`src/rtl/regfile_pkg.sv`:
```
// ---------------------------------------------------------------------------
// regfile_pkg
//   Shared definitions for the register-file write path: address/data widths,
//   the hard-wired zero register, the I/O-mapped register indices and a small
//   helper used by the write arbiter to spot multi-requester cycles.
// ---------------------------------------------------------------------------
package regfile_pkg;

  localparam int REG_ADDR_W = 5;
  localparam int DATA_W     = 32;

  // Widest requester vector the arbiter supports; helpers take this width.
  localparam int MAX_REQ    = 8;

  localparam logic [REG_ADDR_W-1:0] REG_ZERO = 5'd0;

  // Registers owned by the I/O block.
  localparam logic [REG_ADDR_W-1:0] R25 = 5'd25;
  localparam logic [REG_ADDR_W-1:0] R26 = 5'd26;
  localparam logic [REG_ADDR_W-1:0] R27 = 5'd27;
  localparam logic [REG_ADDR_W-1:0] R28 = 5'd28;
  localparam logic [REG_ADDR_W-1:0] R29 = 5'd29;

  // True when at least two bits are set. Clearing the lowest set bit leaves a
  // non-zero value exactly when a second set bit exists.
  function automatic logic atLeastTwoSet(input logic [MAX_REQ-1:0] bits);
    logic [MAX_REQ-1:0] lowCleared;
    lowCleared = bits & (bits - MAX_REQ'(1));
    return (lowCleared != '0);
  endfunction

endpackage

```
`src/rtl/rr_arbiter.sv`:
```
// ---------------------------------------------------------------------------
// rr_arbiter
//   Rotating-priority arbiter. The search for a requester starts at rrPtr and
//   walks upward with wrap-around; the first set request wins. When the
//   caller reports that the grant was consumed (advance), the pointer moves
//   to one past the winner so that winner has lowest priority next time.
//
// Ports
//   clock      : rising-edge clock
//   ctrl_reset : asynchronous active-high reset, clears the pointer
//   req        : N request bits
//   advance    : grant accepted this cycle, rotate the pointer
//   grant      : one-hot grant (all zero when no request)
//   grant_idx  : binary index of the granted requester (0 when none)
// ---------------------------------------------------------------------------
module rr_arbiter #(
  parameter int N = 3
) (
  input  logic                 clock,
  input  logic                 ctrl_reset,
  input  logic [N-1:0]         req,
  input  logic                 advance,
  output logic [N-1:0]         grant,
  output logic [$clog2(N)-1:0] grant_idx
);

  localparam int IDX_W = $clog2(N);

  logic [IDX_W-1:0] rrPtr;
  logic             found;
  int               cand;

  // Candidate index is reduced mod N explicitly so a non-power-of-two N
  // never addresses a grant position that does not exist.
  always_comb begin
    grant     = '0;
    grant_idx = '0;
    found     = 1'b0;
    cand      = 0;
    for (int k = 0; k < N; k++) begin
      cand = int'(rrPtr) + k;
      if (cand >= N) begin
        cand = cand - N;
      end
      if (!found && req[cand]) begin
        found       = 1'b1;
        grant[cand] = 1'b1;
        grant_idx   = IDX_W'(cand);
      end
    end
  end

  always_ff @(posedge clock or posedge ctrl_reset) begin
    if (ctrl_reset) begin
      rrPtr <= '0;
    end else if (advance) begin
      if (grant_idx == IDX_W'(N - 1)) begin
        rrPtr <= '0;
      end else begin
        rrPtr <= grant_idx + IDX_W'(1);
      end
    end
  end

endmodule

```
`src/rtl/regfile_write_arbiter.sv`:
```
// ---------------------------------------------------------------------------
// regfile_write_arbiter
//   Shares the register file's single write port between NUM_REQ writers
//   (writeback, multdiv completion, I/O block). Requests are arbitrated
//   round-robin in the same cycle, the winning write is registered one cycle
//   ahead of the register file, and writes to r0 are accepted but dropped.
//
// Handshake: a transfer from requester i happens at a rising edge where
//   req_valid[i] and req_ready[i] are both 1. req_ready depends
//   combinationally on req_valid, so requesters must not derive valid from
//   ready, and must hold valid/reg/data stable until accepted.
//
// Ports
//   clock            : rising-edge clock
//   ctrl_reset       : asynchronous active-high reset
//   hold             : suppress new grants (the output register still drains)
//   req_valid        : per-requester write request
//   req_reg          : destination, requester i at [5i+4:5i]
//   req_data         : data, requester i at [32i+31:32i]
//   req_ready        : one-hot grant
//   ctrl_writeEnable : registered write strobe to the register file
//   ctrl_writeReg    : registered destination register
//   data_writeReg    : registered write data
//   drop_count       : saturating count of accepted writes to r0
//   conflict_count   : saturating count of un-held cycles with >=2 requests
// ---------------------------------------------------------------------------
module regfile_write_arbiter
  import regfile_pkg::*;
#(
  parameter int NUM_REQ = 3,
  parameter int CNT_W   = 16
) (
  input  logic                          clock,
  input  logic                          ctrl_reset,
  input  logic                          hold,
  input  logic [NUM_REQ-1:0]            req_valid,
  input  logic [REG_ADDR_W*NUM_REQ-1:0] req_reg,
  input  logic [DATA_W*NUM_REQ-1:0]     req_data,
  output logic [NUM_REQ-1:0]            req_ready,
  output logic                          ctrl_writeEnable,
  output logic [REG_ADDR_W-1:0]         ctrl_writeReg,
  output logic [DATA_W-1:0]             data_writeReg,
  output logic [CNT_W-1:0]              drop_count,
  output logic [CNT_W-1:0]              conflict_count
);

  localparam int IDX_W = $clog2(NUM_REQ);

  logic [NUM_REQ-1:0]    arbGrant;
  logic [IDX_W-1:0]      grantIdx;
  logic                  transfer;
  logic [REG_ADDR_W-1:0] selReg;
  logic [DATA_W-1:0]     selData;
  logic                  selIsZero;
  logic                  conflictCycle;

  rr_arbiter #(
    .N (NUM_REQ)
  ) u_rrArbiter (
    .clock      (clock),
    .ctrl_reset (ctrl_reset),
    .req        (req_valid),
    .advance    (transfer),
    .grant      (arbGrant),
    .grant_idx  (grantIdx)
  );

  // Grants are masked (not the request vector) so the pointer only rotates
  // when a grant is actually visible to a requester.
  assign req_ready = (ctrl_reset || hold) ? '0 : arbGrant;
  assign transfer  = |(req_valid & req_ready);

  assign selReg    = req_reg[int'(grantIdx)*REG_ADDR_W +: REG_ADDR_W];
  assign selData   = req_data[int'(grantIdx)*DATA_W +: DATA_W];
  assign selIsZero = (selReg == REG_ZERO);

  assign conflictCycle = !hold && atLeastTwoSet(MAX_REQ'(req_valid));

  // Output stage: one register, no queue. Destination and data only change
  // on a real (non-r0) write so the bus keeps showing the last committed one.
  always_ff @(posedge clock or posedge ctrl_reset) begin
    if (ctrl_reset) begin
      ctrl_writeEnable <= 1'b0;
      ctrl_writeReg    <= REG_ZERO;
      data_writeReg    <= '0;
    end else begin
      ctrl_writeEnable <= transfer && !selIsZero;
      if (transfer && !selIsZero) begin
        ctrl_writeReg <= selReg;
        data_writeReg <= selData;
      end
    end
  end

  always_ff @(posedge clock or posedge ctrl_reset) begin
    if (ctrl_reset) begin
      drop_count <= '0;
    end else if (transfer && selIsZero && (drop_count != '1)) begin
      drop_count <= drop_count + CNT_W'(1);
    end
  end

  always_ff @(posedge clock or posedge ctrl_reset) begin
    if (ctrl_reset) begin
      conflict_count <= '0;
    end else if (conflictCycle && (conflict_count != '1)) begin
      conflict_count <= conflict_count + CNT_W'(1);
    end
  end

endmodule

```
`config.mk`:
```
export PLATFORM = sky130hd
export DESIGN_NAME = regfile_write_arbiter
export DESIGN_NICKNAME = d
export VERILOG_FILES = /design/src/rtl/regfile_pkg.sv /design/src/rtl/rr_arbiter.sv /design/src/rtl/regfile_write_arbiter.sv
export SDC_FILE = /design/constraint.sdc
export NUM_CORES = 1
export LEC_CHECK = 0
export ABC_AREA = 1
export CAP_MARGIN = 10
export CELL_PAD_IN_SITES_DETAIL_PLACEMENT = 1
export CELL_PAD_IN_SITES_GLOBAL_PLACEMENT = 1
export CORE_ASPECT_RATIO = 0.6
export CORE_MARGIN = 4
export CORE_UTILIZATION = 32
export CTS_CLUSTER_SIZE = 10
export DETAILED_ROUTE_END_ITERATION = 8
export PLACE_DENSITY_LB_ADDON = 0.1
export SKIP_LAST_GASP = 1
export SYNTH_ARGS = -nofsm -noshare
export SYNTH_HDL_FRONTEND = slang
export SYNTH_SLANG_ARGS = --single-unit
```
`constraint.sdc`:
```
create_clock -name clock -period 7.3 [get_ports clock]
set_input_delay 1.46 -clock clock [delete_from_list [all_inputs] [get_ports clock]]
set_output_delay 1.46 -clock clock [all_outputs]
set_load 0.005 [all_outputs]
```
==> flow_summary.toml <==
[floorplanning]
die_w_um = 161
die_y_um = 99.7
io_pins = 190
start_util_pct = 32.8
rows = 33
dieArea_sq_um = 16000
coreArea_sq_um = 13700

[clocking]
post-cts-setup-buffer-count = 0
cts_buffers = 9
root_buffer = "clkbuf_16"
clockBufferDepth = 2
clkLatencyLatePin_ps = 330
holdBufCountCts = 0
cts_resized = 0
clock-sinks = 72
clk_pin_slew_worst_paths_ps = 60
htreeDepth = 3
tritoncts = "yes"

[detailed_routing]
finalWirelength_um = 17600
ant_nets = 0
vias = 5044
dr.pass1.iters = 5
wl_per_cell_um = 17.4
first_iter_violations = 225
vias_per_cell = 5.01
drc = 0

[flow_run]
maxCapViolCount = 0

[synthesis]
ys_async_sr_fraction_pct = 100
synth_ff_type = "dfrtp_1"
yosysWarnings = 0
ys_seq_area_share_pct = 40.2
synth.net_count = 762
synth.distinct_cells = 29
syn_area_sq_um = 4480
postSynthAreaPerCell_sq_um = 7.01
netlist_instances = 639
ys_seq_elements = 72
synth-edff-count = 0

[setup_path]
slowest_stage = "inv_2"
cp.required_ps = 7560
end_kind = "register"
cp_cell_sequence = "clkdlybuf4s50_1, inv_1, o21ai_2, nand2_2, inv_1, nand2_1, nand3_2, inv_2, nand2_1, nand3_1, nand2_1, inv_1, nand2_1, nor2_4, inv_4, nand2_4, nand2_1, nand2_1"
worstPathMaxFanout = 39
cpMostUsedCell = "nand2_1"
path_class = "in -> reg"
crit_path_start_kind = "primary input"
arrival_ps = 5990
max_stage_delay_ps = 780

[global_route]
grt_pass1_vias = 5315
grt_util_all_layers_pct = 21.9
antenna_found_initial = 0
grt_max_degree = 73
gr-total-overflow = 0
grt_first_pass_wirelength_um = 28300

[sta]
tns_ps = 0
post-route-min-period_ps = 5730
grt_setup_unrepaired = "false"
tightest_slew_ps = 971
max_slew_margin_pct = 35.3
min_period_over_period_pct = 78.4
skew_ps = 8.41
drv_slew = 0
setup_viol = 0
hold_violations = 0
fmax_mhz = 175

[power]
ir_drop_v = 0.000174
power.density_nw_per_um2 = 403
total_power_mw = 2.72
power_leakage_nw = 3.08

[cells_and_area]
nFillCells = 1696
n_antenna_cell = 0
fin_nets = 933
drive_above_1_share_pct = 4.17
area_growth_pct = 50.6
instances_no_fill = 1007

[place]
place_congestion = 0.876
dp.cells = 991
place_hpwl_um = 13300
io_buffers = 189

[run_status]
status = "completed"

[worst_hold_path]
hold_path.class = "reg -> reg"
synth_stat cells (all sizes together), types with 3 or more instances:
| master | number | area (sq um) |
|---|---|---|
| nand2 | 210 | 803 |
| dfrtp | 72 | 1800 |
| o21ai | 72 | 364 |
| nand3 | 69 | 360 |
| inv | 57 | 216 |
| nor2 | 51 | 206 |
| nand4 | 27 | 169 |
| xor2 | 17 | 149 |
| clkbuf | 16 | 60.1 |
| buf | 15 | 110 |
| nor3 | 10 | 50.1 |
| a21oi | 6 | 30.0 |
| ha | 6 | 75.1 |
| xnor2 | 6 | 52.6 |
| nor4 | 3 | 18.8 |
flip-flops by register name, summed over array words and instances, names as in the netlist:
register,count
ctrl_writeReg,5
conflict_count,16
u_rrArbiter.rrPtr,2
data_writeReg,32
drop_count,16
ctrl_writeEnable,1
area by class of cell:
class / instances / area [sq um] / area share (%)
tap: 192 / 240 / 3.56
inverter: 57 / 216 / 3.21
clock buffer: 10 / 239 / 3.54
timing repair buffer: 191 / 1910 / 28.3
clock inverter: 6 / 45.0 / 0.668
sequential: 72 / 1800 / 26.7
multi-input combinational: 479 / 2300 / 34.1
through the flow:
step | utilization, % | instance area [sq um] | hold slack, ps | setup WS (ps)
5_1_grt | 49.4 | 6750 | 496 | 1110
3_5_place_dp | 47.3 | 6460 | 462 | 1310
4_1_cts | 49.4 | 6750 | 481 | 1640
6_report | 49.4 | 6750 | 473 | 1570
3_3_place_gp | 47.3 | 6460 | 454 | 1610
2_1_floorplan | - | 4480 | 464 | 3620
report_power, final:
group          total (mW)  switching [mW]  leakage (nW)  internal, mW
registers           0.621          0.0962         0.929         0.525
logic                1.68            1.09          2.02         0.594
clock network       0.414           0.174         0.131         0.240
total                2.72            1.36          3.08          1.36
kinds of logic (layout without fill, tap and decap cells):
| group | Yosys count | in the layout | share of synthesized area [%] |
|---|---|---|---|
| AND/OR/NAND/NOR | 370 | 370 | 35.9 |
| buffers and inverters | 88 | 264 | 8.63 |
| AO/OA/AOI/OAI | 80 | 80 | 9.10 |
| flip-flops | 72 | 72 | 40.2 |
| XOR/XNOR | 23 | 23 | 4.50 |
| adder cells (fa/ha/maj) | 6 | 6 | 1.68 |
worst paths after layout:
check	from	endpoint	slack (ps)	cells after the start
min in group asynchronous	ctrl_reset	conflict_count[15]$_DFFE_PP0P_	1780	3
hold / removal	data_writeReg[24]$_DFFE_PP0P_	data_writeReg[24]$_DFFE_PP0P_	470	2
setup reg to reg	u_rrArbiter.rrPtr[1]$_DFFE_PP0P_	data_writeReg[26]$_DFFE_PP0P_	2350	20
max in group asynchronous	ctrl_reset	drop_count[8]$_DFFE_PP0P_	4880	3
hold reg to reg	data_writeReg[24]$_DFFE_PP0P_	data_writeReg[24]$_DFFE_PP0P_	470	2
setup / recovery	req_valid[2]	data_writeReg[26]$_DFFE_PP0P_	1570	18
worst max-delay path, delay by kind of cell:
kind	cells	cell delay (ps)
AO/OA/AOI/OAI	1	80
buffers and inverters	6	1910
AND/OR/NAND/NOR	11	2510
placed cells by master, fill, tap and decap left out, drive strengths merged:
cell           netlist  layout
clkinvlp             0       3
o21ai               72      72
inv                 57      57
nand3               69      69
xnor2                6       6
nor4                 3       3
nor2                51      51
ha                   6       6
nand2              210     210
a211oi               1       1
xor2                17      17
buf                 15       2
clkdlybuf4s50        0     189
nor3                10      10
clkbuf              16      10
a31oi                1       1
clkinv               0       3
dfrtp               72      72
a21oi                6       6
nand4               27      27
metal layers:
| metal | up-vias | track usage, % | routed length [um] | part of all wire, % |
|---|---|---|---|---|
| li1 | 2411 | - | - | - |
| met1 | 2447 | 28.8 | 7920 | 45 |
| met2 | 170 | 36.2 | 8200 | 47 |
| met3 | 16 | 6.21 | 1210 | 6.9 |
| met4 | 0 | 4.78 | 223 | 1.3 |
| met5 | - | 0 | 0 | 0 |
(Power assumes the default switching activity.)
